## src/rtl/breathe_pwm_multi.sv

```systemverilog
// Multi-channel breathing PWM: a triangle index squared into a duty cycle, refreshed once per PWM frame.
// Optional macro BREATHE_PHASE_EN staggers the channels' indices evenly across the breathing period.
module breathe_pwm_multi #(
   parameter int CHANNELS  = 4,
   parameter int PWM_WIDTH = 6,
   parameter int STEP_W    = 6,
   parameter int PRESCALE  = 2
) (
   input  logic                sysclk,
   input  logic                Reset,
   input  logic                Start,
   input  logic                Stop,
   input  logic                Mode,
   input  logic [CHANNELS-1:0] Enable,
   output logic [CHANNELS-1:0] Pulse,
   output logic                Busy,
   output logic                Period_Done
);

   localparam logic [0:0] ST_IDLE = 1'b0;
   localparam logic [0:0] ST_RUN  = 1'b1;
   localparam int PS_W  = (PRESCALE > 1) ? $clog2(PRESCALE) : 1;
   localparam int SQ_W  = 2 * (STEP_W - 1);
   localparam int SHIFT = SQ_W - PWM_WIDTH;
   localparam logic [PS_W-1:0]   PS_LAST = PS_W'(PRESCALE - 1);
   localparam logic [STEP_W-1:0] IDX_ONE = STEP_W'(1);
`ifdef BREATHE_PHASE_EN
   localparam int PHASE_STEP = (2 ** STEP_W) / CHANNELS;
`endif

   function automatic logic [PWM_WIDTH-1:0] duty_of(input logic [STEP_W-1:0] idx);
      logic [STEP_W-2:0] tri_v;
      logic [SQ_W-1:0]   sq_v;
      tri_v = idx[STEP_W-1] ? ~idx[STEP_W-2:0] : idx[STEP_W-2:0];
      sq_v  = SQ_W'(tri_v) * SQ_W'(tri_v);
      return PWM_WIDTH'(sq_v >> SHIFT);
   endfunction

   logic [0:0]                         state_q, state_d;
   logic                               mode_q, mode_d;
   logic [PS_W-1:0]                    presc_q, presc_d;
   logic [PWM_WIDTH-1:0]               cnt_q, cnt_d;
   logic [STEP_W-1:0]                  idx_q, idx_d;
   logic [CHANNELS-1:0][PWM_WIDTH-1:0] duty_q, duty_d;

   logic                               tick_s, cnt_wrap_s, period_end_s, busy_s;
   logic [STEP_W-1:0]                  idx_next_s, load_idx_s;
   logic [CHANNELS-1:0][PWM_WIDTH-1:0] duty_new_s;
   logic [CHANNELS-1:0]                pulse_s;

   // Frame timing strobes and the duty values that would be loaded at the next frame boundary.
   always_comb begin
      tick_s       = (state_q == ST_RUN) && (presc_q == PS_LAST);
      cnt_wrap_s   = tick_s && (cnt_q == '1);
      period_end_s = cnt_wrap_s && (idx_q == '1);
      idx_next_s   = idx_q + IDX_ONE;
      // Start loads the frame-0 duty; a running frame wrap loads the duty for the new index.
      load_idx_s   = (state_q == ST_IDLE) ? '0 : idx_next_s;
      for (int c = 0; c < CHANNELS; c++) begin
`ifdef BREATHE_PHASE_EN
         duty_new_s[c] = duty_of(load_idx_s + STEP_W'(c * PHASE_STEP));
`else
         duty_new_s[c] = duty_of(load_idx_s);
`endif
      end
   end

   // Next-state logic: IDLE holds everything cleared, RUN advances prescaler/counter/index.
   always_comb begin
      state_d = state_q;
      mode_d  = mode_q;
      presc_d = presc_q;
      cnt_d   = cnt_q;
      idx_d   = idx_q;
      duty_d  = duty_q;
      if (state_q == ST_IDLE) begin
         if (Start && !Stop) begin
            state_d = ST_RUN;
            mode_d  = Mode;
            presc_d = '0;
            cnt_d   = '0;
            idx_d   = '0;
            duty_d  = duty_new_s;
         end else begin
            presc_d = '0;
            cnt_d   = '0;
            idx_d   = '0;
            duty_d  = '0;
         end
      end else if (Stop || (period_end_s && mode_q)) begin
         state_d = ST_IDLE;
         presc_d = '0;
         cnt_d   = '0;
         idx_d   = '0;
         duty_d  = '0;
      end else begin
         presc_d = tick_s ? '0 : presc_q + PS_W'(1);
         if (tick_s) begin
            cnt_d = cnt_q + PWM_WIDTH'(1);
         end else begin
            cnt_d = cnt_q;
         end
         if (cnt_wrap_s) begin
            idx_d  = idx_next_s;
            duty_d = duty_new_s;
         end else begin
            idx_d  = idx_q;
            duty_d = duty_q;
         end
      end
   end

   // State registers with synchronous reset taking priority over every request.
   always_ff @(posedge sysclk) begin
      if (Reset) begin
         state_q <= ST_IDLE;
         mode_q  <= 1'b0;
         presc_q <= '0;
         cnt_q   <= '0;
         idx_q   <= '0;
         duty_q  <= '0;
      end else begin
         state_q <= state_d;
         mode_q  <= mode_d;
         presc_q <= presc_d;
         cnt_q   <= cnt_d;
         idx_q   <= idx_d;
         duty_q  <= duty_d;
      end
   end

   // Outputs decode straight from registers so PWM edges carry no extra latency.
   always_comb begin
      busy_s = (state_q == ST_RUN);
      for (int c = 0; c < CHANNELS; c++) begin
         pulse_s[c] = busy_s && Enable[c] && (cnt_q < duty_q[c]);
      end
   end

   assign Pulse       = pulse_s;
   assign Busy        = busy_s;
   assign Period_Done = period_end_s;

endmodule

```

## config.mk

```make
export PLATFORM = sky130hd
export DESIGN_NAME = breathe_pwm_multi
export DESIGN_NICKNAME = d
export VERILOG_FILES = /design/src/rtl/breathe_pwm_multi.sv
export SDC_FILE = /design/constraint.sdc
export NUM_CORES = 1
export LEC_CHECK = 0
export ABC_AREA = 1
export CELL_PAD_IN_SITES_DETAIL_PLACEMENT = 0
export CELL_PAD_IN_SITES_GLOBAL_PLACEMENT = 1
export CORE_MARGIN = 4
export CORE_UTILIZATION = 45
export CTS_CLUSTER_SIZE = 8
export DETAILED_ROUTE_END_ITERATION = 12
export DONT_BUFFER_PORTS = 1
export PLACE_DENSITY_LB_ADDON = 0.1
export SYNTH_ARGS = -nofsm -noshare
export SYNTH_HDL_FRONTEND = slang
export SYNTH_SLANG_ARGS = --single-unit
```

## constraint.sdc

```tcl
create_clock -name sysclk -period 4.4 [get_ports sysclk]
set_input_delay 0.44 -clock sysclk [delete_from_list [all_inputs] [get_ports sysclk]]
set_output_delay 0.44 -clock sysclk [all_outputs]
set_load 0.05 [all_outputs]
```

======== After elaboration in Yosys (flattened, before gate mapping) ========
Index checks and enable logic that the tools add are counted.
operators by class
  $add $sub $neg .......................... 3
  multipliers ............................. 1
  divide/modulo/power cells ............... 0
  magnitude comparators ................... 4
  equal/unequal tests ..................... 3
  shift operators ......................... 0
  mux-type cells .......................... 9
  bitwise gates (word level) .............. 2
  reduce and logical (&&, ||, !) cells .... 18
operators with widths
  kind                 number
  $mux 24              4
  $lt 6x6->1           4
  $logic_and 1x1->1    13
  $add 6x1->6 const B  2
  $eq 6x6->1 const B   2
  $mul 5x5->10         1
  $mux 6               1
  $mux 5               1
  $not 5->5            1
  $reduce_or 4->1      1
  $mux 1               3
  $ne 3x1->1 const B   1
  $reduce_or 3->1      1
  $reduce_and 2->1     1
  $add 1x1->1 const B  1
  $logic_not 1->1      1
  $logic_or 1x1->1     1
  $not 1->1            1
storage, ports and cells
  bits in registers ....................... 39
  latch bits .............................. 0
  bits in writable memories ............... 0
  ROM bits ................................ 0
  input bits .............................. 9
  output and inout port bits .............. 6
  word-level logic and storage cells ...... 49
  memories ................................ 0

======== Longest topological paths before layout ========
Gate-level depths: netlist of run 1.
  word-level depth ........................ 8
  gate-level depth with buffers ........... 22

======== Worst setup path after synthesis of run 1 ========
OpenSTA, ideal clock, no wires.
  kind .................................... register to register
  start ................................... register idx_q[0]
  end ..................................... register duty_q[4] in the netlist's numbering
  arrival time ............................ 3.850 ns
  data required time ...................... 4.272 ns
  path slack .............................. 0.422 ns
  cell stages (with the launch flop) ...... 21
  clock period less this slack ............ 3.978 ns
  cells stage by stage .................... dfxtp_1 -> ha_1 -> nand2_1 -> inv_1 -> nand2_1 -> xor2_1 -> xor2_1 -> nor2_1 -> nand2_1 -> fa_1 -> fa_1 -> inv_1 -> ha_1 -> a31o_2 -> ha_1 -> a21oi_1 -> o21bai_1 -> a21oi_1 -> nand3_1 -> nand3_1 -> a21oi_1
between the ends
  longest elaborated chain between the ends .. 8
ends and longest elaborated chain
  what                    line  RTL
  start, declared         43    logic [STEP_W-1:0] idx_q, idx_d;
  start signal, assigned  127   idx_q <= idx_d;
  $add 6x1->6             56    idx_next_s = idx_q + IDX_ONE;
  $mux 6                  58    load_idx_s = (state_q == ST_IDLE) ? '0 : idx_next_s;
  $not 5->5               34    tri_v = idx[STEP_W-1] ? ~idx[STEP_W-2:0] : idx[STEP_W-2:0];
  $mux 5                  34
  $mul 5x5->10            35    sq_v = SQ_W'(tri_v) * SQ_W'(tri_v);
  $mux 24                 103   if (cnt_wrap_s) begin
  $mux 24                 90    end else if (Stop || (period_end_s && mode_q)) begin
  $mux 24                 76    if (state_q == ST_IDLE) begin
  end signal, assigned    128   duty_q <= duty_d;
  end, declared           44    logic [CHANNELS-1:0][PWM_WIDTH-1:0] duty_q, duty_d;
Several ways; a longest one is shown, not always the timed one. The select of a mux whose other input is x is not followed.
A chain may end at the register's enable or synchronous reset.

======== Final worst setup path of run 1 ========
Same ends and word-level chain as after synthesis.

==> metrics.md, run 1 <==
| Metric | Value |
|---|---|
| Max Cap Viol | `0` |
| CTS clock-pin slew for the worst setup and hold paths | `approximately 0.080 ns` |
| Synth area leaders | `dfxtp_1 25%, ha_1 13%, nand2_1 10%` |
| CTS Hold Buffers Added | `0` |
| Most Frequent Cell on Critical Path | `nand2_1` |
| Critical path cell sequence | `ha_1 > nand2_1 > inv_1 > nand2_1 > xor2_2 > xor2_1 > nor2_1 > nand2_1 > fa_1 > fa_1 > inv_1 > ha_1 > a31o_2 > ha_1 > a21oi_2 > o21bai_1 > a21oi_1 > nand2_1 > nand2_1 > nand3_1 > a21oi_1` |
| Htree depth | `1` |
| Unrepaired setup endpoints after global routing | `no` |
| Worst skew pair latency | `about 0.26 ns` |
| Worst EP required | `~4.6 ns` |
| I/O pin count | `15` |
| Setup TNS | `0 ns` |
| Mux cell area share after synthesis | `0%` |
| Worst reg2reg path endpoint | `duty_q[4]` |
| CTS max path bufs | `2` |
| Critical path depth | `21` |
| Inst Count DP | `just under 300` |
| Final ANT Viol Nets | `0` |
| Worst setup EP type | `register` |
| Drt first pass iters | `4` |
| Crit path buffers/inverters | `2` |
| CP max stage cell | `fa_1` |
| CP max stage delay | `0.51 ns` |
| I/O Buffers | `0` |
| Final period util | `between 90 and 100%` |
| Critical R2R Launch | `idx_q[0]` |
| Vias in the first global route | `~1.3k` |
| Crit path max fanout | `5` |
| CTS tree | `built` |
| Die Span X | `roughly 69 um` |
| Vias per cell | `4.893` |
| Post-Synth Simple-Gate Area | `between 30% and 40%` |
| Static Leak | `roughly 0.83 nW` |
| Largest net degree at the start of global routing | `14` |
| DR DRC count | `0` |
| Worst Setup SP | `idx_q[0]` |
| Cell Count, Final, Fillers Out | `300` |
| CP arrival | `4.27 ns` |
| Min cycle time layout | `between 4 and 5 ns` |
| DP Wirelength | `2831 um` |
| Num CTS Buffers | `3` |
| Clk sink count | `21` |
| Synth Cell Area | `1697 um^2` |
| Largest family of logic cells by synthesized area | `simple AND/OR/NAND/NOR gates` |
| GR Util All Layers | `about 15%` |
| Reg2Reg Depth | `21` |
| Routability cong. | `0.8335` |
| Synth top area share | `24.78%` |
| Startpoint Class | `register` |
| Setup Crit Path Kind | `reg2reg` |
| Core Area | `between 3000 and 4000 um^2` |
| YS warnings | `0` |
| Fraction of layout cells with a size suffix above 1 | `approximately 16%` |
| Antenna fix cells | `0` |
| Cells after Synth | `~250` |
| Routed len/inst | `between 10 and 15 um` |
| Distinct cell type count after synthesis | `35` |
| Synth Area in XOR/XNOR | `~3.6%` |
| Area Overhead vs Synth | `7.817%` |
| CP Capture Point | `duty_q[4]` |
| Initial DRC Count | `118` |
| VDD IR max | `between 0.15 and 0.2 mV` |
| Adder-cell share of the synthesized area | `14.90%` |
| Slew Limit Fails | `0` |
| Area leader, netlist | `dfxtp_1` |
| Final Power | `328.7 uW` |
| Sequential share of the synthesized area | `between 20% and 30%` |
| Row cnt | `22` |
| Die Y | `69.40 um` |
| Mean post-synth cell area | `6.841 um^2` |
| Fillers | `379` |
| DR vias | `between 1k and 1.5k` |
| DIE AREA | `around 4800 um^2` |
| Most frequent cells in the layout | `46 x nand2_1, 37 x inv_1, 30 x nor2_1` |
| HP Class | `in2reg` |
| Syn_nets | `about 280` |
| Nets | `between 200 and 300` |
| CP delay by family, top | `adder cells` |
| Starting density of the core | `between 40% and 50%` |
| Commonest non-fill, non-tap cell in the layout | `nand2_1` |
| Antenna violations before repair | `0` |
| DRT Wirelength | `about 3400 um` |
| Endpoints failing setup | `0` |
| F_max | `245.3 MHz` |
| Setup slack, reg-to-reg | `roughly 0.32 ns` |
| Total congestion overflow | `0` |
| Compound-Gate Fraction of Synth Area | `a little under an eighth` |
| First-pass GRT wire length | `a little under 6000 um` |
| Rel. slew slack | `between 40% and 50%` |
| Synth Register Bits | `21` |
| Status | `finished, final reports clean` |
| Final worst clock skew | `approximately 0.0047 ns` |
| Actual slew at the worst max-slew pin | `approximately 0.89 ns` |
| Cell Pwr Density | `roughly 180 nW/um^2` |
| Clk root buf | `clkbuf_8` |
| Final-report hold violation count | `0` |
-- layout make-up --
| class | instances | area [um^2] | share of cell area, % |
|---|---|---|---|
| flip-flops and latches | 21 | 422.9 | 23.12 |
| clock inverters | 1 | 5.005 | 0.2736 |
| multi-input cells | 182 | 1117 | 61.08 |
| repair buffers | 3 | 22.52 | 1.231 |
| clock buffers | 3 | 41.29 | 2.257 |
| inverters | 42 | 160.2 | 8.755 |
| well taps | 48 | 60.06 | 3.283 |
-- flip-flops by register name (all words and copies together), names as in the netlist --
signal / flops
Busy: 1
cnt_q: 6
duty_q: 6
idx_q: 6
mode_q: 1
presc_q: 1
-- kinds of logic (layout without fill, tap and decap cells) --
family                   Yosys count  after routing
AND/OR/NAND/NOR                  122            122
buffers and inverters             45             49
AO/OA/AOI/OAI                     34             34
flip-flops                        21             21
adder cells (fa/ha/maj)           19             19
XOR/XNOR                           7              7
-- power breakdown --
group	internal [mW]	switching [mW]
Clock	0.0630	0.0609
Combinational	0.00312	0.00979
Sequential	0.191	0.000667
Total	0.257	0.0714
-- routing by layer --
layer	track usage (%)	vias up	part of all wire, %
met2	23.94	21	45
met1	20.11	642	51
met3	3.188	2	4.0
li1	-	803	-
met4	1.735	0	0.32
met5	0	-	0
-- stage by stage --
stage	worst slack [ns]	hold WS (ns)	cell area, um^2	util (%)
floorplan	0.4224	0.4120	1697	-
detailed placement	0.2149	0.4311	1767	48.26
CTS	0.1966	0.2369	1813	49.52
global route	0.008341	0.2302	1829	49.97
global placement	0.2628	0.4202	1767	48.26
finish	0.3232	0.2425	1829	49.97
-- cells in the mapped netlist --
| library cell | count |
|---|---|
| nand3_2 | 6 |
| nor2_1 | 31 |
| clkinv_1 | 1 |
| a211oi_1 | 2 |
| buf_2 | 1 |
| inv_2 | 3 |
| nand4_1 | 2 |
| xnor2_1 | 1 |
| xor2_1 | 6 |
| nor4_1 | 1 |
| nand4_2 | 1 |
| inv_4 | 1 |
| o311ai_0 | 1 |
| dfxtp_1 | 21 |
| nor2_2 | 2 |
| nand2_1 | 46 |
| nand2_2 | 9 |
| ha_1 | 17 |
| o21ai_2 | 1 |
| clkbuf_1 | 1 |
| a21oi_1 | 22 |
| o21bai_2 | 1 |
| o21bai_1 | 2 |
| nor3_1 | 6 |
| inv_1 | 37 |
| nor2_4 | 1 |
| nand3_1 | 13 |
| o21ai_1 | 2 |
| nor3b_1 | 1 |
| or2_1 | 1 |
| buf_1 | 1 |
| nand2_4 | 2 |
| o21ai_0 | 2 |
| a31o_2 | 1 |
| fa_1 | 2 |
-- how the worst min path moves through the flow --
| stage | slack (ns) | to | startpoint | depth (start not counted) |
|---|---|---|---|---|
| floorplan | 0.41 | presc_q | presc_q | 1 |
| global placement | 0.42 | presc_q | presc_q | 1 |
| detailed placement | 0.43 | presc_q | presc_q | 1 |
| CTS | 0.24 | duty_q[2] | Reset | 1 |
| global route | 0.23 | duty_q[4] | Reset | 1 |
| finish | 0.24 | duty_q[2] | Reset | 1 |
-- repair_timing --
item                                   4_1_cts  5_1_grt
endpoints found under the hold margin        0        0
setup endpoints to repair                    0        2
gates resized for setup                      0        5
setup buffers                                0        0
Note: power is estimated with default switching activity, not from simulation.
==> run 2: changes to the inputs <==
--- a/config.mk
+++ b/config.mk
@@ -9,7 +9,7 @@
 export CELL_PAD_IN_SITES_DETAIL_PLACEMENT = 0
 export CELL_PAD_IN_SITES_GLOBAL_PLACEMENT = 1
 export CORE_MARGIN = 4
-export CORE_UTILIZATION = 45
+export CORE_UTILIZATION = 40
 export CTS_CLUSTER_SIZE = 8
 export DETAILED_ROUTE_END_ITERATION = 12
 export DONT_BUFFER_PORTS = 1
==> constraint.sdc (replaced) <==
create_clock -name sysclk -period 4.4 [get_ports sysclk]
set_input_delay 0.66 -clock sysclk [delete_from_list [all_inputs] [get_ports sysclk]]
set_output_delay 0.66 -clock sysclk [all_outputs]
set_load 0.05 [all_outputs]
==> run 2 against run 1 <==
Compared with the run above: wire length grew 1.7%; clock skew shrank 0.0018 ns; critical path depth is the same; final area decreased by 0.41%; final cell count is 0.67% higher; first-iteration DRC count decreased by 45%; sequential share of layout area about the same; critical path type unchanged; largest power group unchanged.
==> metrics.md, run 2 (synthesized netlist as in run 1, its figures left out) <==
| Metric | Value |
|---|---|
| CP max stage cell | `fa_1` |
| Core Area | `4058 um^2 (+11%)` |
| Commonest non-fill, non-tap cell in the layout | `nand2_1` |
| Min cycle time layout | `4.073 ns (-0.003397 ns)` |
| Slew Limit Fails | `0 (unchanged)` |
| Status | `finished, final reports clean` |
| Final-report hold violation count | `0 (unchanged)` |
| Setup Crit Path Kind | `reg2reg` |
| Area after DPL | `1769 um^2 (+0.14%)` |
| Final period util | `92.58% (about the same)` |
| GR Util All Layers | `13.88% (-0.70 points)` |
| Routability cong. | `0.8942 (+7.3%)` |
| CTS max path bufs | `2 (unchanged)` |
| CTS Hold Buffers Added | `0 (unchanged)` |
| Largest net degree at the start of global routing | `14 (unchanged)` |
| Static Leak | `0.8291 nW (-0.56%)` |
| Worst setup EP type | `register` |
| Sw Pwr | `71.44 uW (about the same)` |
| Total congestion overflow | `0 (unchanged)` |
| Vias in the first global route | `1,346 (+0.75%)` |
| Pre-CTS WS | `0.2801 ns (+0.06524 ns)` |
| Die Y | `73.13 um (+5.4%)` |
| Fin area | `1822 um^2 (-0.41%)` |
| CTS tree | `built` |
| Die Span X | `73.13 um (+5.4%)` |
| Initial DRC Count | `65 (-45%)` |
| Combinational group share of total power | `4.1% (+0.2 points)` |
| Rel. slew slack | `40.73% (+0.43 points)` |
| Drt first pass iters | `4 (unchanged)` |
| Worst skew pair latency | `0.26 ns (about the same)` |
| DR vias | `1,443 (-1.7%)` |
| F_max | `245.5 MHz (about the same)` |
| Vias per cell | `4.778 (-2.4%)` |
| Num CTS Buffers | `3 (unchanged)` |
| Endpoints failing setup | `0 (unchanged)` |
| Area Overhead vs Synth | `7.375%` |
| Fraction of layout cells with a size suffix above 1 | `14.68% (-1.2 points)` |
| Starting density of the core | `41.81% (-4.5 points)` |
| Critical path cell sequence | `ha_1 > nand2_1 > inv_1 > nand2_1 > xor2_1 > xor2_1 > nor2_1 > nand2_1 > fa_1 > fa_1 > inv_1 > ha_1 > a31o_2 > ha_1 > a21oi_2 > o21bai_1 > a21oi_1 > nand2_1 > nand2_1 > nand3_1 > a21oi_1` |
| Worst EP required | `4.59 ns (about the same)` |
| Nets | `281 (unchanged)` |
| DP Wirelength | `2877 um (+1.6%)` |
| Net Sw Frac | `21.63% (-0.085 points)` |
| Most Frequent Cell on Critical Path | `nand2_1` |
| I/O Buffers | `0 (unchanged)` |
| Unrepaired setup endpoints after global routing | `no` |
| Final worst slack | `0.3266 ns (+0.003397 ns)` |
| Antenna fix cells | `0 (unchanged)` |
| First-pass GRT wire length | `5871 um (-1.1%)` |
| Clk root buf | `clkbuf_8` |
| CTS clock-pin slew for the worst setup and hold paths | `0.07 ns (about the same)` |
| Seq pwr share | `58.1% (-0.3 points)` |
| I/O pin count | `15 (unchanged)` |
| Most frequent cells in the layout | `46 x nand2_1, 37 x inv_1, 30 x nor2_1` |
| Actual slew at the worst max-slew pin | `0.8857 ns (-0.006426 ns)` |
| DRT Wirelength | `3452 um (+1.7%)` |
| Crit path max fanout | `5 (unchanged)` |
| Setup TNS | `0 ns (unchanged)` |
| VDD IR max | `0.1774 mV (+2.2%)` |
| Antenna violations before repair | `0 (unchanged)` |
| Biggest regs | `cnt_q x6, duty_q x6, idx_q x6` |
| Cell Pwr Density | `181.3 nW/um^2 (+0.89%)` |
| Final ANT Viol Nets | `0 (unchanged)` |
| Final worst clock skew | `0.002918 ns (-0.001797 ns)` |
| Row cnt | `23 (+4.5%)` |
| CP arrival | `4.27 ns (about the same)` |
| Clk sink count | `21 (unchanged)` |
| Clock power frac | `37.8% (about the same)` |
| Htree depth | `1 (unchanged)` |
| Cell internal pwr | `258.8 uW (+0.58%)` |
| Final Power | `330.2 uW (+0.47%)` |
| Routed len/inst | `11.43 um (+1.0%)` |
| Startpoint Class | `register` |
| CP max stage delay | `0.51 ns (about the same)` |
| Max Cap Viol | `0 (unchanged)` |
| HP Class | `reg2reg` |
| DIE AREA | `5347 um^2 (+11%)` |
| DR DRC count | `0 (unchanged)` |
## run 2: critical path: cells and delay by family (launching register included)
kind                     cells  cell delay, ns
AO/OA/AOI/OAI                5            0.78
adder cells (fa/ha/maj)      5            1.81
buffers and inverters        2            0.13
flip-flops                   1            0.40
AND/OR/NAND/NOR              7            0.55
XOR/XNOR                     2            0.32
## run 2: path summary, 6_finish.rpt
check	startpoint	endpoint	slack, ns	cells after the start
worst max register to register	idx_q[1]	duty_q[4]	0.33	21
worst min-delay path	presc_q	presc_q	0.44	1
worst min register to register	presc_q	presc_q	0.44	1
worst max-delay path	idx_q[1]	duty_q[4]	0.33	21
## run 2: layout make-up
class | count | area (um^2)
fillers | 437 | 2236
multi-input cells | 182 | 1110
flip-flops and latches | 21 | 421.7
inverters | 42 | 160.2
well taps | 50 | 62.56
clock buffers | 4 | 45.04
repair buffers | 3 | 22.52
## run 2: power groups by stage
stage	sequential [mW]	clock, mW	combinational (mW)
global route	0.192	0.140	0.0151
finish	0.192	0.125	0.0135
CTS	0.192	0.131	0.0137
floorplan	0.198	0	0.00865
global placement	0.196	0	0.0138
detailed placement	0.196	0	0.0137
## run 2: what timing repair did
item                       4_1_cts  5_1_grt
resized for setup                0        3
setup buffers                    0        0
setup endpoints to repair        0        1
## run 2: per-stage QoR
stage | std cells | util, % | hold WS, ns
2_1_floorplan | 248 | - | 0.4120
3_3_place_gp | 298 | 43.60 | 0.4185
3_5_place_dp | 298 | 43.60 | 0.4277
4_1_cts | 302 | 44.71 | 0.4446
5_1_grt | 302 | 44.90 | 0.4433
6_report | 302 | 44.90 | 0.4448
## run 2: routing by layer
metal,GRT usage [%],vias up,wire length [um]
li1,-,801,-
met5,0,-,0
met2,22.24,10,1538
met4,3.279,0,17
met3,3.030,2,72
met1,18.90,630,1824
